$ cat config.mk
export PLATFORM = sky130hd
export DESIGN_NAME = apb_master_if
export DESIGN_NICKNAME = d
export VERILOG_FILES = /design/src/rtl/apb_master_if_pkg.sv /design/src/rtl/apb_master_if_wait_timer.sv /design/src/rtl/apb_master_if.sv
export SDC_FILE = /design/constraint.sdc
export NUM_CORES = 1
export LEC_CHECK = 0
export ABC_AREA = 1
export BUFFER_PORTS_ARGS = -buffer_cell sky130_fd_sc_hd__buf_2
export CAP_MARGIN = 20
export CELL_PAD_IN_SITES_DETAIL_PLACEMENT = 0
export CELL_PAD_IN_SITES_GLOBAL_PLACEMENT = 1
export CORE_MARGIN = 8
export CORE_UTILIZATION = 34
export CTS_CLUSTER_DIAMETER = 80
export DETAILED_ROUTE_END_ITERATION = 6
export HOLD_SLACK_MARGIN = 0.05
export PLACE_DENSITY_LB_ADDON = 0.3
export RECOVER_POWER = 50
export SYNTH_ARGS = -nofsm -noshare
export SYNTH_HDL_FRONTEND = slang
export SYNTH_HIERARCHICAL = 1
export SYNTH_SLANG_ARGS = --single-unit
export TNS_END_PERCENT = 10
$ cat constraint.sdc
create_clock -name pclk -period 2.1 [get_ports pclk]
set_clock_uncertainty 0.15 [all_clocks]
set_input_delay 0.42 -clock pclk [delete_from_list [all_inputs] [get_ports pclk]]
set_output_delay 0.42 -clock pclk [all_outputs]
set_load 0.005 [all_outputs]
$ cat src/rtl/apb_master_if_pkg.sv
// Shared definitions for the APB3 requester.
// Holds the FSM state encoding used by apb_master_if.
package apb_master_if_pkg;

    typedef enum logic [1:0] {
        APB_IDLE   = 2'b00,
        APB_SETUP  = 2'b01,
        APB_ACCESS = 2'b10
    } apb_state_e;

endpackage

$ cat src/rtl/apb_master_if_wait_timer.sv
// Wait-state counter for the APB ACCESS phase.
// Ports:
//   pclk, prst_n : clock, async active-low reset
//   clr_i        : clear counter (entry to SETUP)
//   en_i         : count one wait cycle (ACCESS with pready low)
//   expired_o    : this wait cycle brings the count to TIMEOUT_CYC
module apb_wait_timer #(
    parameter int unsigned CNT_W       = 8,
    parameter int unsigned TIMEOUT_CYC = 16
) (
    input  logic pclk,
    input  logic prst_n,
    input  logic clr_i,
    input  logic en_i,
    output logic expired_o
);

    // Count value before the wait cycle that reaches TIMEOUT_CYC.
    localparam logic [CNT_W-1:0] LAST_WAIT =
        (TIMEOUT_CYC == 0) ? '0 : CNT_W'(TIMEOUT_CYC - 1);

    logic [CNT_W-1:0] cnt_q, cnt_d;

    always_comb begin
        cnt_d = cnt_q;
        if (clr_i) begin
            cnt_d = '0;
        end else if (en_i && (cnt_q != '1)) begin
            cnt_d = cnt_q + CNT_W'(1);
        end
    end

    always_ff @(posedge pclk or negedge prst_n) begin
        if (!prst_n) begin
            cnt_q <= '0;
        end else begin
            cnt_q <= cnt_d;
        end
    end

    assign expired_o = (TIMEOUT_CYC != 0) && en_i && (cnt_q >= LAST_WAIT);

endmodule

$ cat src/rtl/apb_master_if.sv
// APB3 requester: converts a valid/ready command stream into APB
// SETUP/ACCESS transfers and returns a one-cycle response strobe.
// Ports:
//   pclk, prst_n         : clock, async active-low reset
//   req_*                : command stream (valid/ready, write, addr, wdata)
//   rsp_*                : completion strobe with read data, error, timeout
//   psel..pwdata         : APB requester outputs (all registered)
//   prdata, pready,
//   pslverr              : APB completer inputs
module apb_master_if
    import apb_master_if_pkg::*;
#(
    parameter int unsigned ADDR_W      = 8,
    parameter int unsigned DATA_W      = 32,
    parameter int unsigned TIMEOUT_CYC = 16,
    parameter int unsigned CNT_W       = 8
) (
    input  logic              pclk,
    input  logic              prst_n,
    input  logic              req_valid,
    output logic              req_ready,
    input  logic              req_write,
    input  logic [ADDR_W-1:0] req_addr,
    input  logic [DATA_W-1:0] req_wdata,
    output logic              rsp_valid,
    output logic [DATA_W-1:0] rsp_rdata,
    output logic              rsp_err,
    output logic              rsp_timeout,
    output logic              psel,
    output logic              penable,
    output logic              pwrite,
    output logic [ADDR_W-1:0] paddr,
    output logic [DATA_W-1:0] pwdata,
    input  logic [DATA_W-1:0] prdata,
    input  logic              pready,
    input  logic              pslverr
);

    apb_state_e        state_q;
    logic              psel_q, penable_q, pwrite_q;
    logic [ADDR_W-1:0] paddr_q;
    logic [DATA_W-1:0] pwdata_q, rsp_rdata_q;
    logic              rsp_valid_q, rsp_err_q, rsp_timeout_q;
    logic              accept, timer_clr, timer_en, timer_expired;

    assign req_ready = (state_q == APB_IDLE);
    assign accept    = req_valid && req_ready;
    assign timer_clr = accept;
    assign timer_en  = (state_q == APB_ACCESS) && !pready;

    apb_wait_timer #(
        .CNT_W       (CNT_W),
        .TIMEOUT_CYC (TIMEOUT_CYC)
    ) u_wait_timer (
        .pclk      (pclk),
        .prst_n    (prst_n),
        .clr_i     (timer_clr),
        .en_i      (timer_en),
        .expired_o (timer_expired)
    );

    always_ff @(posedge pclk or negedge prst_n) begin
        if (!prst_n) begin
            state_q       <= APB_IDLE;
            psel_q        <= 1'b0;
            penable_q     <= 1'b0;
            pwrite_q      <= 1'b0;
            paddr_q       <= '0;
            pwdata_q      <= '0;
            rsp_valid_q   <= 1'b0;
            rsp_rdata_q   <= '0;
            rsp_err_q     <= 1'b0;
            rsp_timeout_q <= 1'b0;
        end else begin
            rsp_valid_q <= 1'b0;
            case (state_q)
                APB_IDLE: begin
                    if (accept) begin
                        state_q   <= APB_SETUP;
                        psel_q    <= 1'b1;
                        penable_q <= 1'b0;
                        paddr_q   <= req_addr;
                        pwrite_q  <= req_write;
                        if (req_write) begin
                            pwdata_q <= req_wdata;
                        end
                    end
                end
                APB_SETUP: begin
                    state_q   <= APB_ACCESS;
                    penable_q <= 1'b1;
                end
                APB_ACCESS: begin
                    // pready is checked first so it wins over a coincident timeout.
                    if (pready) begin
                        state_q       <= APB_IDLE;
                        psel_q        <= 1'b0;
                        penable_q     <= 1'b0;
                        rsp_valid_q   <= 1'b1;
                        rsp_err_q     <= pslverr;
                        rsp_timeout_q <= 1'b0;
                        rsp_rdata_q   <= pwrite_q ? '0 : prdata;
                    end else if (timer_expired) begin
                        state_q       <= APB_IDLE;
                        psel_q        <= 1'b0;
                        penable_q     <= 1'b0;
                        rsp_valid_q   <= 1'b1;
                        rsp_err_q     <= 1'b1;
                        rsp_timeout_q <= 1'b1;
                        rsp_rdata_q   <= '0;
                    end
                end
                default: begin
                    state_q   <= APB_IDLE;
                    psel_q    <= 1'b0;
                    penable_q <= 1'b0;
                end
            endcase
        end
    end

    assign psel        = psel_q;
    assign penable     = penable_q;
    assign pwrite      = pwrite_q;
    assign paddr       = paddr_q;
    assign pwdata      = pwdata_q;
    assign rsp_valid   = rsp_valid_q;
    assign rsp_rdata   = rsp_rdata_q;
    assign rsp_err     = rsp_err_q;
    assign rsp_timeout = rsp_timeout_q;

endmodule
# Word-level counts from Yosys, hierarchy flattened
# Index checks and enable logic that the tools add are counted.
# totals
ff_bits	88
wordCells	53
# classes
addsub	1
n_lt_le_gt_ge	1
n_eq_ne	5
mux	21
n_bitwise	1
reduce_logical	13
# ops
operator	n
two-way mux 32 bit	3
two-way mux 8 bit	2
two-way mux 1 bit	10
adder 8 x 1 -> 8 bit, second input constant	1
>= comparator 8 x 4 -> 1 bit, second input constant	1
inequality test 8 bit, second input constant	1
two-way mux 2 bit	3
one-hot mux 1 bit (3 select lines)	2
one-hot mux 2 bit (3 select lines)	1
AND reduction 2 bit	3
AND reduction 3 bit	2
logical AND 1 bit	4
nonzero test 2 bit	2
inequality test 3 bit, second input constant	1
== test 2 x 1 -> 1 bit, second input constant	1
== test 2 bit, second input constant	1
logical NOT 2 bit	1
inequality test 2 x 1 -> 1 bit, second input constant	1
logical NOT 1 bit	1
inverter 1 bit	1

# Logic depth before layout (Yosys ltp)
# Gate-level depths: netlist (run 1).
# logic_depth
word_depth	6
ltp_mapped	11

# By module
# Netlist (run 1), hierarchy kept.
# modules_own_cells
mod	n_inst	cells_per_inst	area_per_inst_um2	seq_area_each_um2
apb_master_if	1	414	3384.5	1976.9
apb_wait_timer	1	76	513.0	200.2

# Worst setup path after synthesis (run 1)
# Ideal clock, no wire load.
# synth_timing
path_type	register to register
start	register u_wait_timer.cnt_q[0]
end	register rsp_rdata_q[1] (netlist: rsp_rdata[1])
setup_time_ns	0.065
arrival_time_ns	1.492
t_required_ns	1.885
path_slack_ns	0.393
stages_incl_launch_ff	12
path_cell_list	dfrtp_1 -> ha_1 -> nand2_1 -> inv_1 -> nand2_1 -> a31oi_1 -> nor2_2 -> inv_2 -> nand2_2 -> buf_4 -> nand2_1 -> nand2_1
# synth_via
elab_chain_cells	4
# synth_rtl
item	line	source
from (decl)	apb_master_if_wait_timer.sv:22	logic [CNT_W-1:0] cnt_q, cnt_d;
from (signal assigned)	apb_master_if_wait_timer.sv:37	cnt_q <= cnt_d;
>= comparator 8 x 4 -> 1 bit	apb_master_if_wait_timer.sv:41	assign expired_o = (TIMEOUT_CYC != 0) && en_i && (cnt_q >= LAST_WAIT);
logical AND 1 bit	apb_master_if_wait_timer.sv:41	
via timer_expired	apb_master_if.sv:44	logic accept, timer_clr, timer_en, timer_expired;
nonzero test 2 bit (no source line)	--	
AND reduction 2 bit (no source line)	--	
to (signal assigned)	apb_master_if.sv:102	rsp_rdata_q <= pwrite_q ? '0 : prdata;
to (decl)	apb_master_if.sv:42	logic [DATA_W-1:0] pwdata_q, rsp_rdata_q;
# The timed path passes the listed nets, and every way through them passes these cells.
# A chain may end at the register's enable or synchronous reset.

# Worst setup path after layout (run 1)
# layout_timing
start	register state_q[1]
end	output port req_ready
# layout_via
elab_chain_cells	1
# layout_rtl
item	line	source
from (decl)	apb_master_if.sv:39	apb_state_e state_q;
from (signal assigned)	apb_master_if.sv:64	state_q <= APB_IDLE;
from (signal assigned)	apb_master_if.sv:79	state_q <= APB_SETUP;
from (signal assigned)	apb_master_if.sv:90	state_q <= APB_ACCESS;
logical NOT 2 bit	apb_master_if.sv:46	assign req_ready = (state_q == APB_IDLE);
to (decl)	apb_master_if.sv:21	output logic req_ready,
# No other way between the ends.

==> results.cfg, run 1 <==
[floorplan]
dieWidth_um = 123
rows = 39
die_h_um = 123
core-area_mm2 = 0.0113
pin_count = 157
start_util_pct = 34.4
die-area_mm2 = 0.0151

[outcome]
status = finished clean

[final_layout]
area_growth_pct = 31.6
layout-drive-gt1-share_pct = 28.1
design_area_mm2 = 0.00513
diodes = 0
nets = 724
instances_no_fill = 790

[clocking]
cts.sinks = 87
htreeDepth = 3
cts_hold_buffers = 1
cts_root_buf = clkbuf_16
ctsResizeCount = 0
cts_tree = built
cts.clk_slew.worst_paths_ps = 60
clk_latency_ps = 330
cts_buffers = 9
clockBufferDepth = 2
postCtsSetupRepairBufs = 0

[routing]
drtAntennaViolNets = 0
wl_per_cell_um = 13.9
drt_iter0_drc = 338
vias = 3593
wl_um = 11000
drt-pass1-iter-count = 4
via_per_inst = 4.55
drc = 0

[critical_path]
cp_max_fo = 23
arrival_ps = 1360
reg2reg_depth = 11
crit_type = reg2out
end_kind = output port
cp-start-kind = register
crit_required_ps = 1530

[synth]
syn_area_mm2 = 0.00390
yosys-top-cells-area = dfrtp_1, nand2_1, nand4_1
yosysTopAreaCell = dfrtp_1
async_reset_ff_share_pct = 100
netlist_top_cells_count = nand2_1, dfrtp_1, inv_1
synth_top_area_share_pct = 55.9
synth.distinct_cells = 25
synth_edf_count = 0
synth_flop_cell = dfrtp_1
syn-num-nets = 569
yosys_warnings = 6
ys_seq_elements = 87
syn_avg_cell_area_um2 = 7.95
ys_seq_area_share_pct = 55.9
synthCells = 490
synth.most_common_cell = nand2_1

[sta]
timing.slew.headroom_pct = 25.0
rsz0062_at_grt = false
setup-tns-final_ps = 0
fmax_ghz = 0.518
worstMarginPinSlew_ps = 1130
timing.final.crit_share_pct = 91.9
setup_ws_ps = 170
setup_violations = 0
hold_viol_final = 0
final_max_slew_viol_count = 0
min_period_ps = 1930

[global_route]
grt_remaining_overflow = 0
grt_max_degree = 88
grt_pass1_wl_um = 17700
grt_pass1_vias = 3474
antenna_found_initial = 0
track_usage_pct = 14.6

[place]
place_ws_ps = 212
dpl_cell_area_mm2 = 0.00487
dp_cells = 776
dp_hpwl_um = 7820
place_congestion = 0.786
port_buffers = 156

[power]
ir_worst_vdd_uv = 541
p_leak_nw = 3.04
p_per_area_mw_per_mm2 = 1270

[hold_path]
holdPathStages = 3
hold_class = in2reg

[run]
maxCapViolCount = 0
registers in the layout, indices dropped and copies added (netlist names):
name,cells
psel,1
u_wait_timer/cnt_q,8
rsp_timeout,1
rsp_valid,1
state_q,2
rsp_rdata,32
pwrite,1
paddr,8
pwdata,32
rsp_err,1
area by class of cell:
type / instances / area [um2]
Fill cell: 1167 / 6190
Sequential cell: 87 / 2180
Multi-Input combinational cell: 328 / 1400
Timing Repair Buffer: 168 / 897
Clock buffer: 12 / 256
Inverter: 51 / 193
Tap cell: 143 / 179
Clock inverter: 1 / 30.0
logic make-up (layout without fill, tap and decap cells):
| group | Yosys count | count (layout) | share of synthesized area [%] |
|---|---|---|---|
| simple gates | 316 | 316 | 34.2 |
| fa+ha+maj | 1 | 1 | 0.321 |
| buf+inv | 75 | 232 | 8.15 |
| compound gates | 11 | 11 | 1.51 |
| flops | 87 | 87 | 55.9 |
cells in the final DEF (no fill, tap or decap):
cell / count
clkbuf_8: 2
buf_12: 3
o21ai_0: 2
nand3_1: 10
dfrtp_1: 87
nand4_1: 33
nand2_1: 217
clkinv_2: 1
nand2_2: 4
or2_2: 1
nor2_2: 3
bufinv_16: 1
o21ai_1: 2
nor3_1: 2
clkbuf_1: 14
nor2_1: 43
o21bai_1: 1
nor2_4: 2
nand2_4: 1
clkbuf_16: 9
inv_1: 46
buf_2: 142
buf_4: 9
a31oi_1: 1
dlygate4sd3_1: 1
a21oi_1: 5
ha_1: 1
inv_2: 4
worst paths after layout:
path                                            start  slack (ps)             to
worst max-delay path                       state_q[1]         170      req_ready
max in group asynchronous                      prst_n         280       paddr[2]
min in group asynchronous                      prst_n         770   rsp_rdata[6]
worst min register to register          rsp_rdata[20]         320  rsp_rdata[20]
worst min-delay path                      req_addr[5]         140       paddr[5]
worst max register to register  u_wait_timer/cnt_q[0]         210  rsp_rdata[16]
per-stage QoR:
step	utilization, %	hold slack [ps]	power, W
floorplan	-	-25.6	0.00388
global placement	43.0	300	0.00500
detailed placement	43.0	304	0.00505
CTS	45.6	125	0.00666
global route	45.3	131	0.00704
finish	45.3	136	0.00651
worst max-delay path, stage by stage (launching register included):
cell and delay [ps]:
dfrtp_1 450, nor2_4 150, buf_4 270, buf_2 160
per-layer routing:
metal | wire length, um | up-vias | GRT usage (%)
li1 | - | 1812 | -
met1 | 4740 | 1654 | 19.4
met2 | 5100 | 121 | 22.5
met3 | 1070 | 6 | 5.02
met4 | 61 | 0 | 3.84
met5 | 0 | - | 0
where the power goes:
group	switching, W	internal (W)
sequential	0.000408	0.00234
clock	0.000601	0.000968
combinational	0.00128	0.000916
total	0.00229	0.00422
(Power assumes the default switching activity.)
==> inputs of run 2 (changes only) <==
Clock period 2.1 ns to 2 ns, I/O delays scaled along.
==> results.cfg, run 2 (synthesized netlist as in run 1, its figures left out) <==
[global_route]
antenna_found_initial = 0
grt_pass1_vias = 3560
track_usage_pct = 14.5
grt_pass1_wl_um = 17600
grt_max_degree = 88
grt_remaining_overflow = 0

[hold_path]
hold_class = in2reg
holdPathStages = 3
hold_path_end = paddr[1]
min_from = req_addr[1]

[routing]
via_per_inst = 4.50
drt-pass1-iter-count = 6
wl_um = 11000
drc = 0
drt_iter0_drc = 297
drtAntennaViolNets = 0
wl_per_cell_um = 13.9
vias = 3575

[power]
p_leak_nw = 3.05
p_per_area_mw_per_mm2 = 1310
ir_worst_vdd_uv = 635

[place]
dpl_cell_area_mm2 = 0.00487
dp_hpwl_um = 7740
place_congestion = 0.794
port_buffers = 156

[clocking]
cts_buffers = 9
htreeDepth = 3
cts.sinks = 87
cts_root_buf = clkbuf_16
clockBufferDepth = 2
cts.clk_slew.worst_paths_ps = 60
cts_tree = built
clk_latency_ps = 330
postCtsSetupRepairBufs = 0

[floorplan]
die-area_mm2 = 0.0151
dieWidth_um = 123
pin_count = 157
rows = 39
start_util_pct = 34.4
core-area_mm2 = 0.0113
die_h_um = 123

[critical_path]
reg2reg_from = u_wait_timer/cnt_q[0]
reg2reg_depth = 11
arrival_ps = 2000
crit_type = reg2reg
crit_required_ps = 2120
cp_max_fo = 17
r2r_setup_slack_ps = 130
cp-start-kind = register
end_kind = register
rr_endpoint = rsp_rdata[0]

[sta]
hold_viol_final = 0
setup-tns-final_ps = 0
timing.slew.headroom_pct = 45.7
min_period_ps = 1870
final_max_slew_viol_count = 0
worstMarginPinSlew_ps = 815
rsz0062_at_grt = false
timing.final.crit_share_pct = 93.7
fmax_ghz = 0.533
setup_violations = 0

[final_layout]
design_area_mm2 = 0.00515
area_growth_pct = 32.1
layout-drive-gt1-share_pct = 29.0
nets = 725
final_util_pct = 45.5
diodes = 0
final_common_cell = nand2_1
final_cell_mix = nand2_1, buf_2, dfrtp_1

[run]
maxCapViolCount = 0

[outcome]
status = finished clean
run 2: area by class of cell:
| cell class | instances | area [um2] |
|---|---|---|
| fillers | 1183 | 6170 |
| flip-flops and latches | 87 | 2180 |
| multi-input cells | 328 | 1410 |
| repair buffers | 169 | 932 |
| clock buffers | 12 | 236 |
| inverters | 51 | 193 |
| well taps | 143 | 179 |
| clock inverters | 4 | 22.5 |
run 2: worst max-delay path by stage:
stage,startpoint,to,slack (ps)
after floorplan,u_wait_timer/cnt_q[0],rsp_rdata[1],290
after global placement,state_q[0],rsp_rdata[9],180
after detailed placement,u_wait_timer/cnt_q[0],rsp_rdata[16],130
after CTS,state_q[1],req_ready,60
after global routing,state_q[0],rsp_rdata[4],30
final,u_wait_timer/cnt_q[0],rsp_rdata[0],130
run 2: power by group:
group	leakage (nW)	switching, W	internal, W	total, W
sequential	1.12	0.000416	0.00245	0.00287
clock	0.126	0.000655	0.000836	0.00149
combinational	1.80	0.00137	0.00100	0.00237
run 2: critical path, cell delays in order, from the launching register on:
cell	delay, ps
dfrtp_1	390
ha_1	240
nand2_2	90
inv_1	60
nand2_1	80
a31oi_1	100
nor2_2	220
inv_2	80
nand2_4	110
clkbuf_16	180
nand2_1	60
nand2_1	50
run 2: timing repair:
item / in CTS / in global routing
endpoints found under the hold margin: 87 / 0
endpoints found under the setup margin: 0 / 22
gates resized for setup: 0 / 4
hold buffers: 1 / 0
run 2: metrics by stage:
stage	power [W]	setup slack [ps]	hold WS (ps)	std cells
2_1_floorplan	0.00407	293	-45.6	490
4_1_cts	0.00684	56.8	95.3	793
6_report	0.00673	125	111	794
3_3_place_gp	0.00525	182	300	776
3_5_place_dp	0.00530	127	303	776
5_1_grt	0.00731	25.8	100	794
run 2: layer usage:
layer / GRT usage [%] / wire length (um) / up-vias
met5: 0 / 0 / -
met4: 4.59 / 138 / 0
met3: 4.84 / 916 / 11
met2: 22.9 / 5130 / 94
met1: 18.6 / 4860 / 1652
li1: - / - / 1818
==> inputs of run 3 (changes only) <==
Settings changed: BUFFER_PORTS_ARGS -buffer_cell sky130_fd_sc_hd__buf_2 to not set, CORE_UTILIZATION 34 to 37, DONT_BUFFER_PORTS set to 1, RECOVER_POWER 50 to 25.
==> results.cfg, run 3 (synthesized netlist as in run 1, its figures left out) <==
[critical_path]
crit_required_ps = 2150
r2r_setup_slack_ps = 100
cp_cell_sequence = buf_4 -> nor2_4 -> buf_4 -> nand4_1 -> dlygate4sd3_1 -> nand2_1
arrival_ps = 2050
crit_path_frequent_cell = buf_4
cp-start-kind = register
end_kind = register
reg2reg_from = state_q[1]
crit_type = reg2reg
crit_start = state_q[1]
slowest_stage = dlygate4sd3_1
cp_max_fo = 11
slowest_delay_ps = 570

[floorplan]
die_h_um = 119
dieWidth_um = 119
start_util_pct = 37.9
die-area_mm2 = 0.0141
core-area_mm2 = 0.0103
pin_count = 157
rows = 37

[sta]
holdWs_ps = -417
setup_violations = 0
hold_viol_final = 87
worstMarginPinSlew_ps = 429
fmax_ghz = 0.526
timing.final.crit_share_pct = 95.1
setup-tns-final_ps = 0
timing.slew.headroom_pct = 71.4
final_max_slew_viol_count = 0
min_period_ps = 1900
rsz0062_at_grt = false

[routing]
drt-pass1-iter-count = 4
drtAntennaViolNets = 0
drt_iter0_drc = 210
wl_um = 11300
via_per_inst = 4.85
wl_per_cell_um = 16.1
vias = 3409
drc = 0

[clocking]
cts_buffers = 9
cts_root_buf = clkbuf_8
cts_tree = built
htreeDepth = 3
clk_latency_ps = 360
clockBufferDepth = 2
cts.sinks = 87
cts.clk_slew.worst_paths_ps = 90
cts_hold_buffers = 71

[global_route]
met1_usage_pct = 17.5
grt_pass1_vias = 3476
use_met3_pct = 5.33
antenna_found_initial = 0
grt_pass1_wl_um = 18000
grt_busiest_layer = met2
grt_max_degree = 88
track_usage_pct = 15.8
grt_remaining_overflow = 0
grt_use_met2_pct = 26.6

[power]
p_leak_nw = 2.62
p_per_area_mw_per_mm2 = 1210
ir_worst_vdd_uv = 529

[final_layout]
final_cell_mix = nand2_1, dfrtp_1, dlygate4sd3_1
layout-drive-gt1-share_pct = 8.83
area_growth_pct = 29.5
instances_no_fill = 703
nets = 641
final_common_cell = nand2_1
final_util_pct = 49.1

[place]
port_buffers = 0
dp_cells = 613
dp_hpwl_um = 7090
place_congestion = 0.809

[run]
maxCapViolCount = 0

[hold_path]
hold_class = in2async

[outcome]
status = finished with violations
violations = hold timing
-- run 3: changes by cell type in the layout (fill, tap and decap cells not counted), sizes merged --
cell	previous run	this run
dlygate4sd3	1	70
diode	0	1
bufinv	0	1
clkbuf	24	11
clkinvlp	1	2
clkinv	4	3
buf	156	14
-- run 3: metal layers --
| metal | share of wire, % | wire [um] |
|---|---|---|
| met4 | 2.1 | 234 |
| met3 | 8.4 | 943 |
| met5 | 0 | 0 |
| met2 | 50 | 5640 |
| met1 | 40 | 4470 |
-- run 3: repair_timing --
action,in CTS,in global routing
setup endpoints to repair,0,52
endpoints found under the hold margin,130,87
setup buffers,0,1
resized for setup,0,6
-- run 3: final timing paths --
check,depth (start not counted),end
min in group pclk,2,pwdata[10]
worst min-delay path,0,pwdata[17]
worst min register to register,2,rsp_rdata[13]
worst max register to register,6,pwdata[26]
worst max-delay path,6,pwdata[26]
max in group asynchronous,0,pwdata[18]
-- run 3: report_power, final --
| part | internal [W] | switching (W) | total, W |
|---|---|---|---|
| sequential | 0.00245 | 0.000658 | 0.00311 |
| combinational | 0.000746 | 0.00103 | 0.00177 |
| clock | 0.000604 | 0.000618 | 0.00122 |
| total | 0.00380 | 0.00230 | 0.00611 |
-- run 3: final cells by class --
type	count	area (um2)
diodes	1	2.50
fillers	986	5230
flip-flops and latches	87	2180
repair buffers	85	897
clock inverters	5	58.8
clock buffers	10	138
multi-input cells	328	1410
well taps	136	170
inverters	51	193
-- run 3: worst max-delay path: cells and delay by family (launching register included) --
kind	cells	cell delay (ps)
buffers and inverters	3	940
flip-flops	1	400
AND/OR/NAND/NOR	3	330
-- run 3: per-stage QoR --
step | total power [W] | setup slack, ps | area, um2
after floorplan | 0.00407 | 293 | 3900
after global placement | 0.00461 | 179 | 4060
after detailed placement | 0.00466 | 124 | 4060
after CTS | 0.00607 | 38.5 | 4980
after global routing | 0.00656 | 9.09 | 5050
final | 0.00611 | 98.1 | 5050
